--- config.mk ---
export PLATFORM = sky130hd
export DESIGN_NAME = alu_core
export DESIGN_NICKNAME = d
export VERILOG_FILES = /design/src/rtl/alu_core.sv
export SDC_FILE = /design/constraint.sdc
export NUM_CORES = 1
export LEC_CHECK = 0
export ABC_AREA = 1
export BUFFER_PORTS_ARGS = -buffer_cell sky130_fd_sc_hd__clkbuf_2
export CORE_ASPECT_RATIO = 1.5
export CORE_MARGIN = 4
export CORE_UTILIZATION = 45
export DETAILED_ROUTE_END_ITERATION = 6
export SYNTH_ARGS = -nofsm -noshare
export SYNTH_HDL_FRONTEND = slang
export SYNTH_SLANG_ARGS = --single-unit
--- constraint.sdc ---
create_clock -name clk -period 1.4 [get_ports clk]
set_input_delay 0.14 -clock clk [delete_from_list [all_inputs] [get_ports clk]]
set_output_delay 0.14 -clock clk [all_outputs]
set_load 0.01 [all_outputs]
--- src/rtl/alu_core.sv ---
// alu_core: signed two's-complement ALU with a registered result and zero flag.
// The next result is formed combinationally from a, b and selectOp and is
// captured on every rising clk edge; idle and reserved opcodes hold the result.
module alu_core #(
    parameter int WIDTH = 12
) (
    input  logic             clk,
    input  logic             rst,
    input  logic [WIDTH-1:0] a,
    input  logic [WIDTH-1:0] b,
    input  logic [2:0]       selectOp,
    output logic [WIDTH-1:0] dataOut,
    output logic             zero
);

    typedef enum logic [2:0] {
        OP_CLR  = 3'd0,
        OP_PASS = 3'd1,
        OP_ADD  = 3'd2,
        OP_SUB  = 3'd3,
        OP_MUL  = 3'd4,
        OP_INC  = 3'd5,
        OP_IDLE = 3'd6,
        OP_RSVD = 3'd7
    } op_e;

    op_e              op;
    logic [WIDTH-1:0] next_result;
    logic             next_zero;

    // All eight encodings are named, so the cast cannot produce an illegal state.
    assign op = op_e'(selectOp);

    // Select the next result; every arithmetic result wraps modulo 2^WIDTH.
    always_comb begin
        // NOTE: default assignment first so no path leaves next_result unassigned (no latch).
        next_result = dataOut;
        case (op)
            OP_CLR:  next_result = '0;
            OP_PASS: next_result = b;
            OP_ADD:  next_result = a + b;
            OP_SUB:  next_result = a - b;
            // The low WIDTH bits of a product do not depend on signedness, so a
            // WIDTH-bit multiply equals the low half of the signed 2*WIDTH product.
            OP_MUL:  next_result = a * b;
            OP_INC:  next_result = a + WIDTH'(1);
            default: next_result = dataOut;  // idle and reserved hold the result
        endcase
    end

    // Zero is derived from the value about to be registered, so it always
    // matches dataOut, including while idle holds it.
    assign next_zero = (next_result == '0);

    // Result and flag registers; reset clears the result and raises zero at once.
    always_ff @(posedge clk or posedge rst) begin
        if (rst) begin
            dataOut <= '0;
            zero    <= 1'b1;
        end else begin
            // NOTE: non-blocking so both registers update from pre-edge values together.
            dataOut <= next_result;
            zero    <= next_zero;
        end
    end

endmodule

==> run_results.csv, run 1 <==
group,metric,value,unit
routing,viasPerCell,5.121,
sta,rsz0062_at_grt,"true",
die,io_pins,42,
status,status,"complete, but fails checks",
sta,clock_skew,2.855,ps
sta,final-hold-violation-count,0,
worst_setup_path,critPathArrivalTime,4160,ps
worst_setup_path,end_kind,"flip-flop",
grt,grt_overflow,0,
finish,num_antenna_cells,0,
finish,design_area,0.006162,mm²
finish,multi_input_area,0.003515,mm²
worst_setup_path,slowest_stage,"fa_1",
power_and_ir_drop,ir_drop,0.0009633,V
worst_setup_path,cpMostUsedCell,"fa_1",
worst_setup_path,cp_top_family,"adder cells",
clock_tree,clk_pin_slew_worst_paths,50,ps
worst_setup_path,cp_max_fo,4,
routing,dr.pass1.iters,4,
flow_run,maxCapViolations,0,
worst_setup_path,setup.worst_path.class,"input pin to flip-flop",
worst_setup_path,cp-start-kind,"input pin",
status,violations,"negative setup slack",
power_and_ir_drop,pwr_density_cell,1085,mW/mm²
sta,max_slew.worst_pin.slew,505.1,ps
routing,drc,0,
worst_setup_path,max_stage_delay,530,ps
synthesis,ys_warn_count,0,
routing,wl_per_cell,15.85,µm
routing,drt-total-wl,14060,µm
sta,timing.final.crit_share,284.9,%
die,start_util,46.37,%
sta,tns,-21770,ps
power_and_ir_drop,leakage,0.003406,µW
place,dp_hpwl,11320,µm
place,io_buffers,41,
synthesis,avgSynthCellArea,6.331,µm²
finish,final_cell_mix,"nand2_1, inv_1, buf_4",
routing,route.antenna.remaining_nets,0,
clock_tree,clock_latency,240,ps
routing,vias,4542,
power_and_ir_drop,totalPowerFinal,6685,µW
place,place_congestion,0.9142,
finish,seqCellArea,326.6,µm²
grt,grt_max_degree,14,
sta,final.setup.worst_slack,-2589,ps
finish,drive_above_1_share,39.74,%
place,place_ws,-2901,ps
finish,fin_nets,891,
clock_tree,htreeDepth,1,
sta,setup-violations-final,12,
sta,drv_slew,0,
synthesis,synth-seq-area-share,8.320,%
clock_tree,cts_buffer_depth,2,
synthesis,synthesis.nets,730,
finish,area_growth,57.00,%
grt,grt_usage,27.51,%
grt,first_global_vias,4865,
sta,fin_crit,3989,ps
clock_tree,root_buffer,"clkbuf_16",
die,core-area,0.008464,mm²
place,placed_area,0.005236,mm²
clock_tree,cts.sinks,13,
worst_setup_path,cp.required,1570,ps
sta,fmax,250.7,MHz
finish,fill_cells,708,
synthesis,syn_area,0.003925,mm²
die,die_area,0.01031,mm²
finish,final_common_cell,"nand2_1",
routing,drt_iter0_markers,270,
synthesis,ys_types,35,
grt,antenna_found_initial,0,
grt,grt_pass1_wl,22650,µm
sta,relSlewSlack,66.29,%
synthesis,syn_inst,620,
die,die_x,84.26,µm
synthesis,synth_seq_cells,13,
die,floorplan.rows,41,
die,fp.dieH,122.4,µm
worst_hold_path,hold_path_class,"input pin to flip-flop",
clock_tree,cts_tree,"done",
worst_setup_path,timing.critical_path.buf_inv,8,
finish,final_util,72.80,%
clock_tree,cts_buffers,3,
[layer usage]
metal,GRT usage [%],part of all wire (%),vias up
li1,-,-,2226
met2,53.61,54,119
met3,1.612,2.9,40
met5,0,0,-
met1,30.00,38,2157
met4,12.68,5.0,0
[worst reg2reg max path, stage by stage (launching register included)]
cell and delay [ps]:
dfrtp_1 380, nand2_1 80, inv_1 50, nor2_1 180
nand3_1 100, nor2_1 120, nand3_1 80, nor2_1 90
nand2_1 80, nor2_1 120
[report_power, final]
part | total, µW | switching, µW | internal [µW]
Clock | 538 | 154 | 384
Sequential | 511 | 51.2 | 460
Combinational | 5640 | 2990 | 2650
Total | 6690 | 3190 | 3490
[sequential cells by signal (all words and copies together) (netlist names)]
register,count
dataOut,12
zero,1
[what timing repair did]
action | in CTS | in global routing
hold buffers | 1 | 0
resized for setup | 109 | 49
setup endpoints to repair | 12 | 13
pin swaps | 36 | 46
setup buffers | 19 | 13
endpoints found under the hold margin | 12 | 0
[synth_stat cells, drive strengths merged]
master / count / share of area (%)
buf: 8 / 1.0
clkbuf: 12 / 1.2
a21oi: 27 / 3.4
dfrtp: 12 / 7.7
nand2: 183 / 18
xor2: 2 / 0.45
o22ai: 1 / 0.16
xnor2: 3 / 0.67
nor4: 2 / 0.32
nor3b: 1 / 0.19
o31ai: 1 / 0.19
nor2: 29 / 2.8
fa: 40 / 20
nand3b: 7 / 1.3
nand4: 6 / 0.96
or2: 5 / 0.80
nand3: 44 / 5.7
ha: 41 / 13
inv: 148 / 14
a21o: 2 / 0.38
a31oi: 5 / 0.80
o211ai: 5 / 0.96
o21bai: 1 / 0.19
nor3: 6 / 1.2
dfstp: 1 / 0.67
o21ai: 27 / 3.5
a221oi: 1 / 0.22
[worst paths after layout]
path | to | slack, ps | cells after the start | startpoint
max | zero | -2590 | 25 | b[3]
min in group asynchronous | dataOut[8] | 450 | 3 | rst
min reg2reg | dataOut[11] | 560 | 2 | dataOut[11]
max in group asynchronous | zero | 600 | 3 | rst
max reg2reg | zero | 40 | 9 | dataOut[2]
min | dataOut[11] | 390 | 4 | b[11]
[layout make-up]
type	instances	area share [%]
clock buffers	4	1.279
inverters	148	9.563
multi-input cells	439	57.04
flip-flops and latches	13	5.299
well taps	107	2.173
repair buffers	176	24.65
[cell families (layout without fill, tap and decap cells)]
| family | after synthesis | in the layout | synth area share [%] |
|---|---|---|---|
| buffers and inverters | 168 | 328 | 16.42 |
| flip-flops | 13 | 13 | 8.320 |
| XOR/XNOR | 5 | 5 | 1.116 |
| adder cells (fa/ha/maj) | 81 | 81 | 33.47 |
| AO/OA/AOI/OAI | 70 | 70 | 9.883 |
| AND/OR/NAND/NOR | 283 | 283 | 30.79 |
[through the flow]
step / hold slack, ps / cells
after CTS: 381.4 / 878
after floorplan: 16.24 / 620
after global routing: 409.5 / 887
after global placement: 167.4 / 855
final: 385.1 / 887
after detailed placement: 167.0 / 855
Note: power is estimated with default switching activity, not from simulation.
==> run 2, diff against run 1 <==
Settings changed: ABC_AREA 1 to not set, SKIP_CTS_REPAIR_TIMING set to 1.
==> run 2 against run 1 <==
  * The run still ends with negative setup slack left
  * Die area is 6.1% lower
  * Fmax is 4.7% lower
  * Cell area is 8.7% lower
  * Critical path type unchanged
  * Largest power group unchanged
  * Highest routed layer unchanged
==> run_results.csv, run 2 <==
group,metric,value,unit
place,place_congestion,0.8898,
worst_setup_path,cp-start-kind,"input pin",
finish,drive_above_1_share,44.50,%
finish,seqCellArea,326.6,µm²
routing,drt_iter0_markers,172,
worst_setup_path,r2r-start,"dataOut[3]",
sta,fin_crit,4185,ps
worst_setup_path,slowest_stage,"fa_1",
worst_setup_path,end_kind,"flip-flop",
grt,grt_max_degree,15,
clock_tree,cts_tree,"done",
die,fp.dieH,118.5,µm
power_and_ir_drop,swShare,44.62,%
clock_tree,clk_pin_slew_worst_paths,40,ps
worst_setup_path,crit_chain,"buf_12 > and2_4 > fa_1 > ha_2 > fa_1 > inv_2 > fa_1 > fa_1 > inv_2 > ha_4 > buf_6 > o21ai_2 > o21bai_1 > a21oi_2 > xor2_2 > o21ai_2 > a21oi_2 > a21oi_2 > nor4b_2",
synthesis,netlist_top_cells_count,"nand2_1, inv_1, ha_1, fa_1, nor2_1",
finish,fill_cells,653,
finish,multi_input_area,0.003436,mm²
routing,viasPerCell,5.335,
synthesis,synthArstFlopShare,100.0,%
worst_setup_path,cp_max_fo,6,
synthesis,avgSynthCellArea,7.901,µm²
sta,whs,457.1,ps
finish,largest_registers,"dataOut (12), zero (1)",
sta,final-hold-violation-count,0,
flow_run,maxCapViolations,0,
routing,vias,3857,
clock_tree,cts_buffer_depth,2,
worst_setup_path,cp_top_family,"adder cells",
sta,relSlewSlack,65.69,%
die,floorplan.rows,40,
worst_setup_path,cpMostUsedCell,"fa_1",
synthesis,yosysTopAreaCell,"fa_1",
die,io_pins,42,
power_and_ir_drop,pwr_density_cell,1169,mW/mm²
synthesis,synth_seq_cells,13,
clock_tree,clock_latency,240,ps
synthesis,ys_types,55,
synthesis,ys_warn_count,0,
worst_setup_path,cp.required,1550,ps
sta,drv_slew,0,
power_and_ir_drop,leakage,0.002791,µW
grt,first_global_vias,4074,
routing,drt-total-wl,12730,µm
sta,max_slew.worst_pin.slew,514.0,ps
sta,clock_skew,0.5995,ps
sta,final.setup.worst_slack,-2785,ps
routing,route.antenna.remaining_nets,0,
status,violations,"negative setup slack",
clock_tree,cts.sinks,13,
routing,drc,0,
clock_tree,root_buffer,"clkbuf_16",
synthesis,syn_inst,464,
power_and_ir_drop,ir_drop,0.0008941,V
grt,grt_usage,27.07,%
place,io_buffers,41,
sta,setup-violations-final,12,
die,core-area,0.007958,mm²
finish,largest-register,"dataOut",
synthesis,ys.flop_type,"dfrtp_1",
sta,rsz0062_at_grt,"true",
grt,grt_pass1_wl,20060,µm
synthesis,synth-seq-area-share,8.908,%
die,die_x,81.70,µm
power_and_ir_drop,internal_power,3643,µW
clock_tree,htreeDepth,1,
synthesis,syn_area,0.003666,mm²
synthesis,synth_area_leaders,"fa_1, ha_1, dfrtp_1, nand2_1, inv_1",
synthesis,synth_edf_count,0,
power_and_ir_drop,pwr-share-comb,83.4,%
worst_hold_path,hold_path_class,"input pin to async pin",
power_and_ir_drop,p_seq_share,8.3,%
finish,largest_register_ffs,12,
worst_setup_path,worstSetupStartpoint,"a[1]",
finish,final_cell_mix,"buf_4, nand2_1, inv_1",
routing,wl_per_cell,17.61,µm
worst_setup_path,setup.worst_path.class,"input pin to flip-flop",
grt,antenna_found_initial,0,
finish,fin_nets,729,
synthesis,synth.most_common_cell,"nand2_1",
status,status,"complete, but fails checks",
die,start_util,46.07,%
power_and_ir_drop,power_frac_clock,8.3,%
power_and_ir_drop,totalPowerFinal,6579,µW
routing,dr.pass1.iters,4,
sta,timing.final.crit_share,298.9,%
finish,num_antenna_cells,0,
sta,fmax,238.9,MHz
grt,grt_overflow,0,
place,dp_hpwl,10570,µm
finish,area_growth,53.45,%
clock_tree,cts_buffers,3,
worst_setup_path,timing.critical_path.buf_inv,4,
power_and_ir_drop,p_switching,2935,µW
die,die_area,0.009685,mm²
finish,final_common_cell,"buf_4",
worst_setup_path,critPathArrivalTime,4330,ps
worst_setup_path,max_stage_delay,540,ps
synthesis,synthesis.nets,574,
place,place_ws,-3226,ps
synthesis,yosysTopAreaCellShare,21.84,%
[run 2: logic make-up (layout without fill, tap and decap cells)]
logic type	Yosys count	count (layout)	synth area share (%)
mux	6	6	1.638
flops	13	13	8.908
simple gates	145	145	17.78
xor+xnor	31	31	9.010
buf+inv	97	251	10.34
compound gates	91	91	16.49
fa+ha+maj	81	81	35.84
[run 2: metrics by stage]
| stage | instances | area (µm²) | util (%) | setup TNS (ps) |
|---|---|---|---|---|
| floorplan | 464 | 4076 | - | -20540 |
| global placement | 710 | 5045 | 63.40 | -27530 |
| detailed placement | 710 | 5045 | 63.40 | -27910 |
| CTS | 714 | 5124 | 64.39 | -24960 |
| global route | 723 | 5625 | 70.69 | -23350 |
| finish | 723 | 5625 | 70.69 | -22070 |
[run 2: layer usage]
layer / routed length (µm) / up-vias / track usage [%] / share of wire (%)
li1: - / 1827 / - / -
met1: 5018 / 1904 / 32.36 / 39
met2: 6907 / 102 / 50.56 / 54
met3: 423 / 24 / 2.363 / 3.3
met4: 380 / 0 / 6.237 / 3.0
met5: 0 / - / 0 / 0
[run 2: cell type report]
class / instances / area share (%)
inverter: 75 / 5.049
sequential: 13 / 5.805
clock buffer: 4 / 1.401
timing repair buffer: 172 / 24.33
tap: 105 / 2.335
multi-input combinational: 354 / 61.08
[run 2: worst paths after layout]
kind,cells past startpoint,slack [ps],to
worst max-delay path,19,-2790,zero
worst min-delay path,3,460,dataOut[8]
worst max register to register,5,-450,zero
worst min register to register,2,620,dataOut[9]
max in group asynchronous,3,580,zero
min in group clk,4,510,dataOut[11]
[run 2: tightest hold or removal path: stages]
cell           delay [ps]
dlygate4sd3_1         530
clkbuf_2              100
inv_1                 380
[run 2: power by group through the flow]
stage | Combinational, µW | Sequential [µW] | Clock (µW)
2_1_floorplan | 3060 | 584 | 0
3_3_place_gp | 4610 | 554 | 0
3_5_place_dp | 4740 | 552 | 0
4_1_cts | 4790 | 548 | 550
5_1_grt | 6020 | 559 | 570
6_report | 5490 | 549 | 543
==> run 3, diff against run 2 <==
Settings changed: CORE_ASPECT_RATIO 1.5 to 1.25, GPL_TIMING_DRIVEN set to 0.
==> run 3 against run 2 <==
  * Critical path type unchanged
  * First-iteration DRC count decreased by 10%
  * The flow still finishes with violations (negative setup slack)
  * Non-clock buffer count decreased by 75
  * Critical endpoint unchanged
  * Sequential power decreased by 3%
  * Via count decreased by 9.4%
  * Highest routed layer unchanged
  * Routed wire length decreased by 11%
==> run_results.csv, run 3 (synthesized netlist as in run 2, its figures left out) <==
group,metric,value,unit
power_and_ir_drop,pwr_density_cell,1144,mW/mm²
worst_setup_path,setup.worst_path.class,"input pin to flip-flop",
grt,grt_pass1_wl,17220,µm
sta,final.setup.worst_slack,-2794,ps
power_and_ir_drop,ir_drop,0.001037,V
sta,setup-violations-final,12,
finish,num_antenna_cells,0,
routing,wl_per_cell,17.68,µm
power_and_ir_drop,power_frac_clock,5.5,%
status,status,"complete, but fails checks",
clock_tree,clock_latency,230,ps
grt,grt_usage,23.08,%
worst_setup_path,end_kind,"flip-flop",
finish,drive_above_1_share,33.70,%
worst_setup_path,critPathArrivalTime,4340,ps
clock_tree,clk_pin_slew_worst_paths,50,ps
finish,largest_register_ffs,12,
sta,final-hold-violation-count,0,
clock_tree,htreeDepth,1,
place,place_ws,-3290,ps
worst_setup_path,r2r-start,"dataOut[3]",
die,start_util,46.51,%
sta,relSlewSlack,34.11,%
sta,fin_crit,4194,ps
place,io_buffers,37,
routing,drt_iter0_markers,154,
finish,fin_nets,654,
power_and_ir_drop,leakage,0.002470,µW
sta,drv_slew,0,
power_and_ir_drop,p_switching,2736,µW
finish,largest-register,"dataOut",
finish,fill_cells,709,
place,place_congestion,0.9633,
routing,drc,0,
worst_setup_path,cp_max_fo,8,
clock_tree,root_buffer,"clkbuf_8",
finish,fin_cells,638,
place,dp_hpwl,8696,µm
worst_setup_path,crit_chain,"buf_8 > clkbuf_16 > nand2_4 > fa_1 > inv_2 > fa_2 > ha_4 > fa_1 > inv_2 > fa_1 > inv_2 > ha_4 > o21ai_2 > o21bai_1 > a21oi_2 > xor2_2 > o21ai_2 > a21oi_2 > a21oi_2 > nor4b_2",
worst_hold_path,hold_path_class,"input pin to flip-flop",
power_and_ir_drop,pwr-share-comb,85.4,%
die,floorplan.rows,36,
finish,area_growth,38.63,%
routing,viasPerCell,5.478,
grt,antenna_found_initial,0,
finish,final_cell_mix,"nand2_1, inv_1, fa_1",
worst_setup_path,cp-start-kind,"input pin",
sta,rsz0062_at_grt,"true",
worst_setup_path,cp.required,1550,ps
sta,max_slew.worst_pin.slew,980.7,ps
finish,final_common_cell,"nand2_1",
die,io_pins,42,
grt,grt_max_degree,14,
worst_hold_path,min-delay-start,"a[0]",
power_and_ir_drop,p_seq_share,9.2,%
grt,grt_overflow,0,
clock_tree,cts_buffer_depth,2,
die,die_x,88.73,µm
worst_setup_path,max_stage_delay,570,ps
grt,first_global_vias,3545,
clock_tree,cts_buffers,3,
flow_run,maxCapViolations,0,
sta,clock_skew,2.351,ps
routing,drt-total-wl,11280,µm
place,placed_cells,596,
die,core-area,0.007883,mm²
routing,dr.pass1.iters,4,
clock_tree,cts_tree,"done",
power_and_ir_drop,swShare,47.07,%
clock_tree,cts.sinks,13,
finish,largest_registers,"dataOut (12), zero (1)",
sta,timing.final.crit_share,299.6,%
worst_setup_path,slowest_stage,"fa_1",
routing,route.antenna.remaining_nets,0,
worst_setup_path,worstSetupStartpoint,"b[5]",
die,die_area,0.009664,mm²
die,fp.dieH,108.9,µm
sta,fmax,238.4,MHz
routing,vias,3495,
status,violations,"negative setup slack",
power_and_ir_drop,internal_power,3076,µW
run 3: worst paths after layout:
check | to | slack, ps | cells after the start
hold / removal | dataOut[0] | 270 | 3
setup reg to reg | zero | -300 | 5
min in group asynchronous | dataOut[8] | 450 | 3
setup / recovery | zero | -2790 | 20
max in group asynchronous | zero | 600 | 3
hold reg to reg | dataOut[4] | 550 | 1
run 3: cell type report:
| type | instances | area [µm²] | area share (%) |
|---|---|---|---|
| Timing Repair Buffer | 75 | 641.9 | 12.63 |
| Clock buffer | 4 | 45.04 | 0.8863 |
| Tap cell | 95 | 118.9 | 2.339 |
| Sequential cell | 13 | 326.6 | 6.425 |
| Multi-Input combinational cell | 354 | 3342 | 65.76 |
| Inverter | 75 | 281.5 | 5.539 |
| Buffer | 22 | 326.6 | 6.425 |
run 3: power by group through the flow:
stage	clock (µW)	sequential, µW	combinational [µW]
floorplan	0	584	3060
global placement	0	535	4130
detailed placement	0	535	4180
CTS	330	530	4230
global route	344	544	5470
finish	317	532	4960
run 3: critical path: cells and delay by family:
kind	cells	cell delay (ps)
buffers and inverters	5	380
adders and majority gates	6	2670
and+or+nand+nor	2	300
AOI/OAI and AO/OA	6	630
xor gates and xnor gates	1	200
run 3: per-stage QoR:
stage               area (µm²)  util (%)  setup TNS [ps]  power [µW]  hold slack [ps]
floorplan                 4076         -          -20540        3648            16.24
global placement          4380     55.57          -26410        4668            156.6
detailed placement        4380     55.57          -26430        4712            169.1
CTS                       4425     56.14          -23530        5090           -90.34
global route              5082     64.48          -23950        6363            289.5
finish                    5082     64.48          -22470        5812            272.4
run 3: per-layer routing:
| layer | GRT usage [%] | share of wire (%) | vias to the layer above |
|---|---|---|---|
| met5 | 0 | 0 | - |
| met4 | 7.019 | 3.0 | 0 |
| met3 | 1.209 | 3.4 | 22 |
| met2 | 41.56 | 51 | 86 |
| met1 | 29.25 | 43 | 1710 |
| li1 | - | - | 1677 |
